`src/rtl/seq_div8x4_pkg.sv`:
```
// Shared constants and FSM encoding for the 8-by-4 sequential restoring divider.
package div_pkg;
   localparam int DW_N = 8;
   localparam int DW_D = 4;
   localparam logic [DW_N-1:0] DZ_QUOTIENT = 8'hFF;

   typedef enum logic [1:0] {
      IDLE = 2'd0,
      RUN  = 2'd1,
      DONE = 2'd2
   } state_t;
endpackage

```
`src/rtl/seq_div8x4_if.sv`:
```
// Operand/result bus of the sequential divider, plus FSM state for observation.
interface seq_div8x4_if
   import div_pkg::*;
();
   // valid/ready: a transfer happens on a rising clk edge where both are 1; the
   // producer holds data while valid=1 and ready=0, and valid never waits on ready.
   logic            in_valid;
   logic            in_ready;
   logic [DW_N-1:0] dividend;
   logic [DW_D-1:0] divisor;
   logic            out_valid;
   logic            out_ready;
   logic [DW_N-1:0] quotient;
   logic [DW_D-1:0] remainder;
   logic            div_by_zero;
   state_t          dbg_state;

   modport master (
      output in_valid, dividend, divisor, out_ready,
      input  in_ready, out_valid, quotient, remainder, div_by_zero, dbg_state
   );

   modport slave (
      input  in_valid, dividend, divisor, out_ready,
      output in_ready, out_valid, quotient, remainder, div_by_zero, dbg_state
   );
endinterface

```
`src/rtl/seq_div8x4_div_step.sv`:
```
// One restoring division step: shift in a dividend bit, then subtract the divisor if it fits.
module div_step
   import div_pkg::*;
(
   input  logic [DW_D:0]   prem_i,
   input  logic            bit_i,
   input  logic [DW_D-1:0] divisor_i,
   output logic [DW_D:0]   prem_o,
   output logic            qbit_o
);
   logic [DW_D+1:0] shifted;
   logic [DW_D:0]   diff;

   assign shifted = {prem_i, bit_i};
   assign qbit_o  = (shifted >= {2'b00, divisor_i});
   // When qbit_o is 1 the difference is below the divisor, so 5 bits suffice.
   assign diff    = shifted[DW_D:0] - {1'b0, divisor_i};
   assign prem_o  = qbit_o ? diff : shifted[DW_D:0];
endmodule

```
`src/rtl/seq_div8x4.sv`:
```
// 8-bit by 4-bit unsigned sequential divider: one quotient bit per cycle, MSB first.
module seq_div8x4
   import div_pkg::*;
(
   input  logic          clk,
   input  logic          rst,
   seq_div8x4_if.slave   bus
);
   state_t          state_q;
   logic [2:0]      cnt_q;
   logic [DW_N-1:0] dvd_q;
   logic [DW_D-1:0] dvs_q;
   logic [DW_D:0]   prem_q;
   logic [DW_N-2:0] qsh_q;
   logic [DW_N-1:0] quot_q;
   logic [DW_D-1:0] rem_q;
   logic            dz_q;
   logic [DW_D:0]   prem_d;
   logic            qbit_d;

   div_step u_step (
      .prem_i    (prem_q),
      .bit_i     (dvd_q[DW_N-1]),
      .divisor_i (dvs_q),
      .prem_o    (prem_d),
      .qbit_o    (qbit_d)
   );

   always_ff @(posedge clk) begin
      if (rst) begin
         state_q <= IDLE;
         cnt_q   <= '0;
         dvd_q   <= '0;
         dvs_q   <= '0;
         prem_q  <= '0;
         qsh_q   <= '0;
         quot_q  <= '0;
         rem_q   <= '0;
         dz_q    <= 1'b0;
      end else begin
         case (state_q)
            IDLE: begin
               if (bus.in_valid) begin
                  dvd_q  <= bus.dividend;
                  dvs_q  <= bus.divisor;
                  prem_q <= '0;
                  qsh_q  <= '0;
                  cnt_q  <= '0;
                  if (bus.divisor == '0) begin
                     state_q <= DONE;
                     quot_q  <= DZ_QUOTIENT;
                     rem_q   <= '0;
                     dz_q    <= 1'b1;
                  end else begin
                     state_q <= RUN;
                  end
               end
            end
            RUN: begin
               dvd_q  <= {dvd_q[DW_N-2:0], 1'b0};
               prem_q <= prem_d;
               qsh_q  <= {qsh_q[DW_N-3:0], qbit_d};
               cnt_q  <= cnt_q + 3'd1;
               // The eighth step's quotient bit goes straight into the result.
               if (cnt_q == 3'd7) begin
                  state_q <= DONE;
                  quot_q  <= {qsh_q, qbit_d};
                  rem_q   <= prem_d[DW_D-1:0];
                  dz_q    <= 1'b0;
               end
            end
            DONE: begin
               if (bus.out_ready) state_q <= IDLE;
            end
            default: state_q <= IDLE;
         endcase
      end
   end

   assign bus.in_ready    = (state_q == IDLE);
   assign bus.out_valid   = (state_q == DONE);
   assign bus.quotient    = quot_q;
   assign bus.remainder   = rem_q;
   assign bus.div_by_zero = dz_q;
   assign bus.dbg_state   = state_q;
endmodule

```
`src/flat_wrapper.sv`:
```
// flat-port wrapper written by rule: the top's interface ports become plain ports
module seq_div8x4_flat import div_pkg::*;
  (clk, rst, bus_in_valid, bus_dividend, bus_divisor, bus_out_ready, bus_in_ready, bus_out_valid, bus_quotient, bus_remainder, bus_div_by_zero, bus_dbg_state);
  seq_div8x4_if bus_i ();
  input  logic clk;
  input  logic rst;
  input wire logic [$bits(bus_i.in_valid)-1:0] bus_in_valid;
  input wire logic [$bits(bus_i.dividend)-1:0] bus_dividend;
  input wire logic [$bits(bus_i.divisor)-1:0] bus_divisor;
  input wire logic [$bits(bus_i.out_ready)-1:0] bus_out_ready;
  output wire logic [$bits(bus_i.in_ready)-1:0] bus_in_ready;
  output wire logic [$bits(bus_i.out_valid)-1:0] bus_out_valid;
  output wire logic [$bits(bus_i.quotient)-1:0] bus_quotient;
  output wire logic [$bits(bus_i.remainder)-1:0] bus_remainder;
  output wire logic [$bits(bus_i.div_by_zero)-1:0] bus_div_by_zero;
  output wire logic [$bits(bus_i.dbg_state)-1:0] bus_dbg_state;
  assign bus_i.in_valid = bus_in_valid;
  assign bus_i.dividend = bus_dividend;
  assign bus_i.divisor = bus_divisor;
  assign bus_i.out_ready = bus_out_ready;
  assign bus_in_ready = bus_i.in_ready;
  assign bus_out_valid = bus_i.out_valid;
  assign bus_quotient = bus_i.quotient;
  assign bus_remainder = bus_i.remainder;
  assign bus_div_by_zero = bus_i.div_by_zero;
  assign bus_dbg_state = bus_i.dbg_state;
  seq_div8x4 u_core (.clk(clk), .rst(rst), .bus(bus_i));
endmodule
```
`config.mk`:
```
export PLATFORM = sky130hd
export DESIGN_NAME = seq_div8x4_flat
export DESIGN_NICKNAME = d
export VERILOG_FILES = /design/src/rtl/seq_div8x4_pkg.sv /design/src/rtl/seq_div8x4_if.sv /design/src/rtl/seq_div8x4_div_step.sv /design/src/rtl/seq_div8x4.sv /design/src/flat_wrapper.sv
export SDC_FILE = /design/constraint.sdc
export NUM_CORES = 1
export LEC_CHECK = 0
export BUFFER_PORTS_ARGS = -buffer_cell sky130_fd_sc_hd__buf_2
export CAP_MARGIN = 10
export CORE_MARGIN = 2
export CORE_UTILIZATION = 55
export CTS_CLUSTER_DIAMETER = 120
export DETAILED_ROUTE_END_ITERATION = 8
export MAX_ROUTING_LAYER = met4
export PLACE_DENSITY = 0.79
export REMOVE_ABC_BUFFERS = 1
export SETUP_SLACK_MARGIN = 0.15
export SYNTH_ARGS = -nofsm -noshare
export SYNTH_HDL_FRONTEND = slang
export SYNTH_SLANG_ARGS = --single-unit
```
`constraint.sdc`:
```
create_clock -name clk -period 2.05 [get_ports clk]
set_input_delay 0.1025 -clock clk [delete_from_list [all_inputs] [get_ports clk]]
set_output_delay 0.1025 -clock clk [all_outputs]
set_load 0.02 [all_outputs]
```
Word-level counts from Yosys, hierarchy flattened
Index checks and enable logic that the tools add are counted.
{"block": "totals", "input_bits": 16, "ff_bits": 42, "wordCells": 52}
{"block": "classes", "reduce_logical": 7, "magnitude_cmp": 1, "eq_ne": 7, "muxes": 26, "addsub": 2}
{"op": "$mux W8", "count": 4}
{"op": "$pmux W8 S2", "count": 2}
{"op": "$pmux W7 S2", "count": 1}
{"op": "$mux W4", "count": 3}
{"op": "$mux W5", "count": 2}
{"op": "$pmux W5 S2", "count": 1}
{"op": "$mux W2", "count": 4}
{"op": "$pmux W4 S2", "count": 1}
{"op": "$mux W7", "count": 1}
{"op": "$ge A6 B4 Y1", "count": 1}
{"op": "$pmux W2 S3", "count": 1}
{"op": "$pmux W3 S2", "count": 1}
{"op": "$sub A5 B4 Y5", "count": 1}
{"op": "$logic_not A4 Y1", "count": 1}
{"op": "$ne A2 B1 Y1 const B", "count": 2}
{"op": "$ne A2 B2 Y1 const B", "count": 2}
{"op": "$reduce_and A2 Y1", "count": 2}
{"op": "$reduce_and A4 Y1", "count": 1}
{"op": "$add A3 B1 Y3 const B", "count": 1}
{"op": "$eq A3 B3 Y1 const B", "count": 1}
{"op": "$mux W1", "count": 3}
{"op": "$mux W3", "count": 1}
{"op": "$reduce_and A3 Y1", "count": 1}
{"op": "$eq A2 B1 Y1 const B", "count": 1}
{"op": "other kinds (4)", "count": 4}

Logic depth before layout (Yosys ltp)
{"block": "depth", "ltp_word": 4, "depth_mapped": 8, "ltp_nobuf": 8}

Cells and area by module
Synthesis repeated with hierarchy kept, for this count alone.
{"block": "unflattened", "hier_cells": 192, "hier_area_um2": 1916.8}
{"mod": "seq_div8x4", "cells_per_inst": 163, "seq_area_each_um2": 840.8, "area_per_inst_um2": 1682.9, "instances": 1}
{"mod": "div_step", "cells_per_inst": 29, "seq_area_each_um2": 0.0, "area_per_inst_um2": 234.0, "instances": 1}

Least setup slack after synthesis
No wires, ideal clock.
{"block": "synth_timing", "path_kind": "reg2reg", "startpoint": "reg u_core.dvd_q[7]", "endpoint": "reg u_core.prem_q[3]", "stages_incl_launch_ff": 9, "setup_time_ns": 0.134, "setup_slack_ns": 0.214, "n_path_buf": 0, "t_arrival_ns": 1.702, "t_required_ns": 1.916, "cell_sequence": "dfxtp_1 inv_1 ha_1 fa_1 nand2b_1 a21o_1 nand2_1 a2bb2oi_1 a21oi_1"}
{"block": "synth_between", "elab_chain_len": 3, "word_cells_on_any_way": 4}
{"item": "from (decl)", "line_no": "seq_div8x4.sv:11", "source": "logic [DW_N-1:0] dvd_q;"}
{"item": "from (signal assigned)", "line_no": "seq_div8x4.sv:44", "source": "dvd_q <= bus.dividend;"}
{"item": "from (signal assigned)", "line_no": "seq_div8x4.sv:60", "source": "dvd_q <= {dvd_q[DW_N-2:0], 1'b0};"}
{"item": "$sub A5 B4 Y5 or $ge A6 B4 Y1 (tied branches)", "line_no": "seq_div8x4_div_step.sv:17, seq_div8x4_div_step.sv:15"}
{"item": "$mux W5 (*)", "line_no": "seq_div8x4_div_step.sv:18", "source": "assign prem_o = qbit_o ? diff : shifted[DW_D:0];"}
{"item": "$pmux W5 S2 (*)", "line_no": "seq_div8x4.sv:41", "source": "case (state_q)"}
{"item": "to (signal assigned)", "line_no": "seq_div8x4.sv:61", "source": "prem_q <= prem_d;"}
{"item": "to (decl)", "line_no": "seq_div8x4.sv:13", "source": "logic [DW_D:0] prem_q;"}
Every way passes the cells marked *; elsewhere a longest branch is shown, timed or not.
A chain may end at the register's enable or synchronous reset.

Worst setup path in the final report
{"block": "layout_timing", "startpoint": "reg u_core.dvd_q[7]", "endpoint": "reg u_core.rem_q[3] (netlist: u_core.bus.remainder[3])"}
{"block": "layout_between", "elab_chain_len": 4, "word_cells_on_any_way": 5}
{"item": "$sub A5 B4 Y5 or $ge A6 B4 Y1 (tied branches)", "line_no": "seq_div8x4_div_step.sv:17, seq_div8x4_div_step.sv:15"}
{"item": "$mux W5 (*)", "line_no": "seq_div8x4_div_step.sv:18"}
{"item": "$mux W4 (*)", "line_no": "seq_div8x4.sv:65", "source": "if (cnt_q == 3'd7) begin"}
{"item": "$pmux W4 S2 (*)", "line_no": "seq_div8x4.sv:41"}
{"item": "to (signal assigned)", "line_no": "seq_div8x4.sv:68", "source": "rem_q <= prem_d[DW_D-1:0];"}
{"item": "to (decl)", "line_no": "seq_div8x4.sv:16", "source": "logic [DW_D-1:0] rem_q;"}
Every way passes the cells marked *; elsewhere a longest branch is shown, timed or not. The select of a mux whose other input is x is not followed.

==> key figures <==
Final layout
  – NumNets Final: between 200 and 300
  – Area growth from synthesis to layout: 24.98%
  – Number of inserted diodes: 0
  – Total non-filler cell area in the finished layout: 2366 um^2
  – Core utilization of the finished layout: 71.47%
  – Proportion of layout cells with a drive suffix above 1: 29.96%
  – Number of fillers in the final layout: 270

Timing
  – Count of endpoints failing setup in the final report: 0
  – Endpoints failing hold: 0
  – Post-route minimum period: around 1900 ps
  – Fmax achieved: 0.5391 GHz
  – Setup repair after global routing missed its margin: no
  – Slew at the pin closest to its max-slew limit: roughly 520 ps
  – Relative slew slack: about two thirds
  – Final-report max-slew violation count: 0
  – Period Utilization, post-route: between 90 and 100%
  – Worst Hold Slack: 5.835 ps
  – Layout Skew: 6.268 ps
  – Setup total negative slack: 0 ps

GRT
  – Aggregate global routing overflow: 0
  – First-pass GRT wire length: 6941 um
  – Antenna violations before repair: 0
  – Vias in the first global route: around 1600
  – Largest net degree at the start of global routing: 30
  – Overall routing resource usage: 22.92%

Clock tree
  – TritonCTS buffer count: 5
  – Buffer levels on the longest clock path: 2
  – Clock edge transition at the registers on the reported setup and hold paths: approximately 120 ps
  – Clock insertion delay at the later pin of the skew report: 360 ps
  – Root Driver: sky130_fd_sc_hd__clkbuf_4
  – CTS tree: yes
  – H-tree lvl count: 2
  – Total clock sinks: between 40 and 50

Synth
  – Post-synthesis share of cell area spent on full adders, half adders and majority gates: around 5.0%
  – Number of synthesized register bits: 42
  – Mean area per synthesized cell: 8.527 um^2
  – Multiplexer area fraction after synthesis: less than 1%
  – Unique masters post-synth: 40
  – Number of instances in the synthesized netlist: around 220
  – Combinational family with the most area after synthesis: compound AO/OA/AOI/OAI gates
  – Total standard cell area after synthesis: 1893 um^2
  – Xor-xnor portion of the synthesized cell area: less than 1%
  – Number of enable flip-flop cells after synthesis: 0
  – Simple logic cell fraction of the synthesized area: roughly a fifth
  – Sequential share of the synthesized area: 44.42%
  – Synthesized-area fraction occupied by ao, oa, aoi and oai cells: 23.66%
  – Fraction of registers with async set or reset after synthesis: 0%
  – Most used flip-flop cell after synthesis: sky130_fd_sc_hd__dfxtp_1
  – Synthesis Warnings: 0

Route
  – Antenna Violating Nets Remaining: 0
  – Routed WL per cell: 13.24 um
  – Detailed-route wire length: around 4100 um
  – Vias per inst: about 5.5
  – # DRC: 0
  – Vias: roughly 1700
  – Initial drt markers: 83
  – Detailed-routing iteration count for the pre-antenna-repair pass: 4

Critical path
  – Slowest cell on crit path: sky130_fd_sc_hd__dfxtp_2
  – Max incr delay on CP: 360 ps
  – Critical path start-end classification: reg -> reg
  – Element type at the critical path start: flip-flop
  – Ordered cell list for the critical path: inv_2 > ha_2 > fa_2 > nand2b_4 > a21o_1 > a21oi_2 > a2bb2oi_2 > o41ai_2
  – Required time of the critical path: about 2300 ps
  – R2r worst-path depth: 8
  – Peak fanout along the critical path: 4
  – Startpoint of the worst setup timing path: u_core.dvd_q[7]
  – Sort of element at the end of the critical path: flip-flop
  – R2R Path Start: u_core.dvd_q[7]
  – Crit path arrival time: 2130 ps

Floorplan
  – Die X-Extent: between 60 and 70 um
  – Die area: 3928 um^2
  – Initial core utilization: between 50% and 60%
  – Die height: roughly 63 um
  – Number of top-level design ports: 33
  – Core area: approximately 3300 um^2
  – # rows: 21

Run
  – Max_cap viols: 0

Pwr
  – Cell Int Power: around 0.0013 W
  – Seq pwr share: between 40% and 50%
  – Switching Power: about 0.00057 W
  – Leakage power figure: about 0.99 nW
  – Clock share of power: between 20% and 30%
  – Switching power as a share of total power: a little under a third
  – Worst IR drop on VDD: 0.5639 mV
  – Combinational cell fraction of total power: around a quarter
  – Total power density per cell area: ~790 nW/um^2

Worst hold path
  – Hold Path Class: in -> reg
  – Worst Hold Launch: bus_divisor[0]
  – Hold-critical path depth: 3

Placement
  – Routability-driven placement congestion ratio: roughly 0.87
  – Half-perimeter wire length after detailed placement: around 2800 um
  – # port buffers: 32
  – Instance area at placement: ~2100 um^2

Status
  – Run status: complete, no violations
## stage by stage
stage	setup WS, ps	power, W	instances
after global placement	113.7	0.001275	293
after floorplan	36.02	0.001174	206
after CTS	171.5	0.001811	308
after global routing	110.0	0.001966	313
after detailed placement	29.69	0.001284	293
final	195.2	0.001865	313
## registers in the layout (all words and copies together) (netlist names)
register and count:
u_core.bus.dbg_state 2, u_core.bus.div_by_zero 1, u_core.bus.quotient 8, u_core.bus.remainder 4
u_core.cnt_q 3, u_core.dvd_q 8, u_core.dvs_q 4, u_core.prem_q 5
u_core.qsh_q 7
## cell usage after synthesis (all sizes together) (2+ instances only)
cell type | count | share of area [%]
a211oi | 10 | 4.2
a21oi | 16 | 4.2
a22oi | 9 | 3.6
a311oi | 8 | 4.6
a32oi | 3 | 1.8
and2 | 3 | 1.1
buf | 8 | 2.5
clkbuf | 8 | 1.6
dfxtp | 42 | 44
ha | 6 | 4.0
inv | 6 | 1.2
nand2 | 21 | 4.2
nand2b | 2 | 0.66
nand3 | 2 | 0.53
nand4 | 2 | 0.66
nor2 | 52 | 11
nor3 | 2 | 0.79
o21ai | 8 | 2.1
xor2 | 2 | 0.93
## repair_timing
action,CTS,global route
pin swaps,2,6
endpoints found under the hold margin,6,1
setup buffers,1,4
endpoints found under the setup margin,9,11
hold buffers,6,1
resized for setup,10,14
## kinds of logic (layout without fill, tap and decap cells)
group,count (synthesis),after routing
buf+inv,22,67
fa+ha+maj,7,7
flops,42,42
simple gates,88,88
mux,1,1
xor+xnor,2,2
compound gates,60,60
## routing by layer
metal	track usage, %	up-vias	share of wire, %
li1	-	872	-
met1	28.67	779	49
met2	35.48	47	45
met3	5.045	10	4.5
met4	10.56	0	1.8
met5	-	-	0
## critical path, delay by kind of cell (launching register included)
family / cells / cell delay (ps)
AO/OA/AOI/OAI: 4 / 670
adder cells (fa/ha/maj): 2 / 550
flip-flops: 1 / 360
AND/OR/NAND/NOR: 1 / 160
buffers and inverters: 1 / 40
## layout make-up
class | instances | area (um^2) | area share, %
multi-input cells | 158 | 1023 | 43.26
clock buffers | 8 | 78.83 | 3.332
well taps | 46 | 57.56 | 2.433
flip-flops and latches | 42 | 848.3 | 35.85
inverters | 6 | 22.52 | 0.9519
repair buffers | 53 | 335.3 | 14.17
## cells in the final DEF, fill, tap and decap left out, types with 3 or more instances in the layout
master                          count
sky130_fd_sc_hd__nor2_1            51
sky130_fd_sc_hd__dfxtp_1           38
sky130_fd_sc_hd__buf_2             32
sky130_fd_sc_hd__nand2_1           20
sky130_fd_sc_hd__a21oi_1           14
sky130_fd_sc_hd__buf_4             14
sky130_fd_sc_hd__a22oi_1            9
sky130_fd_sc_hd__a211oi_1           9
sky130_fd_sc_hd__a311oi_1           7
sky130_fd_sc_hd__dlygate4sd3_1      7
sky130_fd_sc_hd__o21ai_0            5
sky130_fd_sc_hd__clkbuf_4           5
sky130_fd_sc_hd__inv_2              3
sky130_fd_sc_hd__inv_1              3
sky130_fd_sc_hd__ha_1               3
sky130_fd_sc_hd__clkbuf_8           3
sky130_fd_sc_hd__dfxtp_2            3
## path summary, 6_finish.rpt
path / endpoint / slack, ps
hold / removal: u_core.dvs_q[0] / 6
setup / recovery: u_core.bus.remainder[3] / 200
setup reg to reg: u_core.bus.remainder[3] / 200
hold reg to reg: u_core.dvd_q[4] / 490
## power by group through the flow
stage | combinational [W] | clock, W | sequential [W]
floorplan | 0.000266 | 0 | 0.000908
global placement | 0.000366 | 0 | 0.000909
detailed placement | 0.000373 | 0 | 0.000911
CTS | 0.000419 | 0.000500 | 0.000893
global route | 0.000517 | 0.000546 | 0.000904
finish | 0.000470 | 0.000498 | 0.000898
No activity file was read; power rests on OpenSTA's default activity.
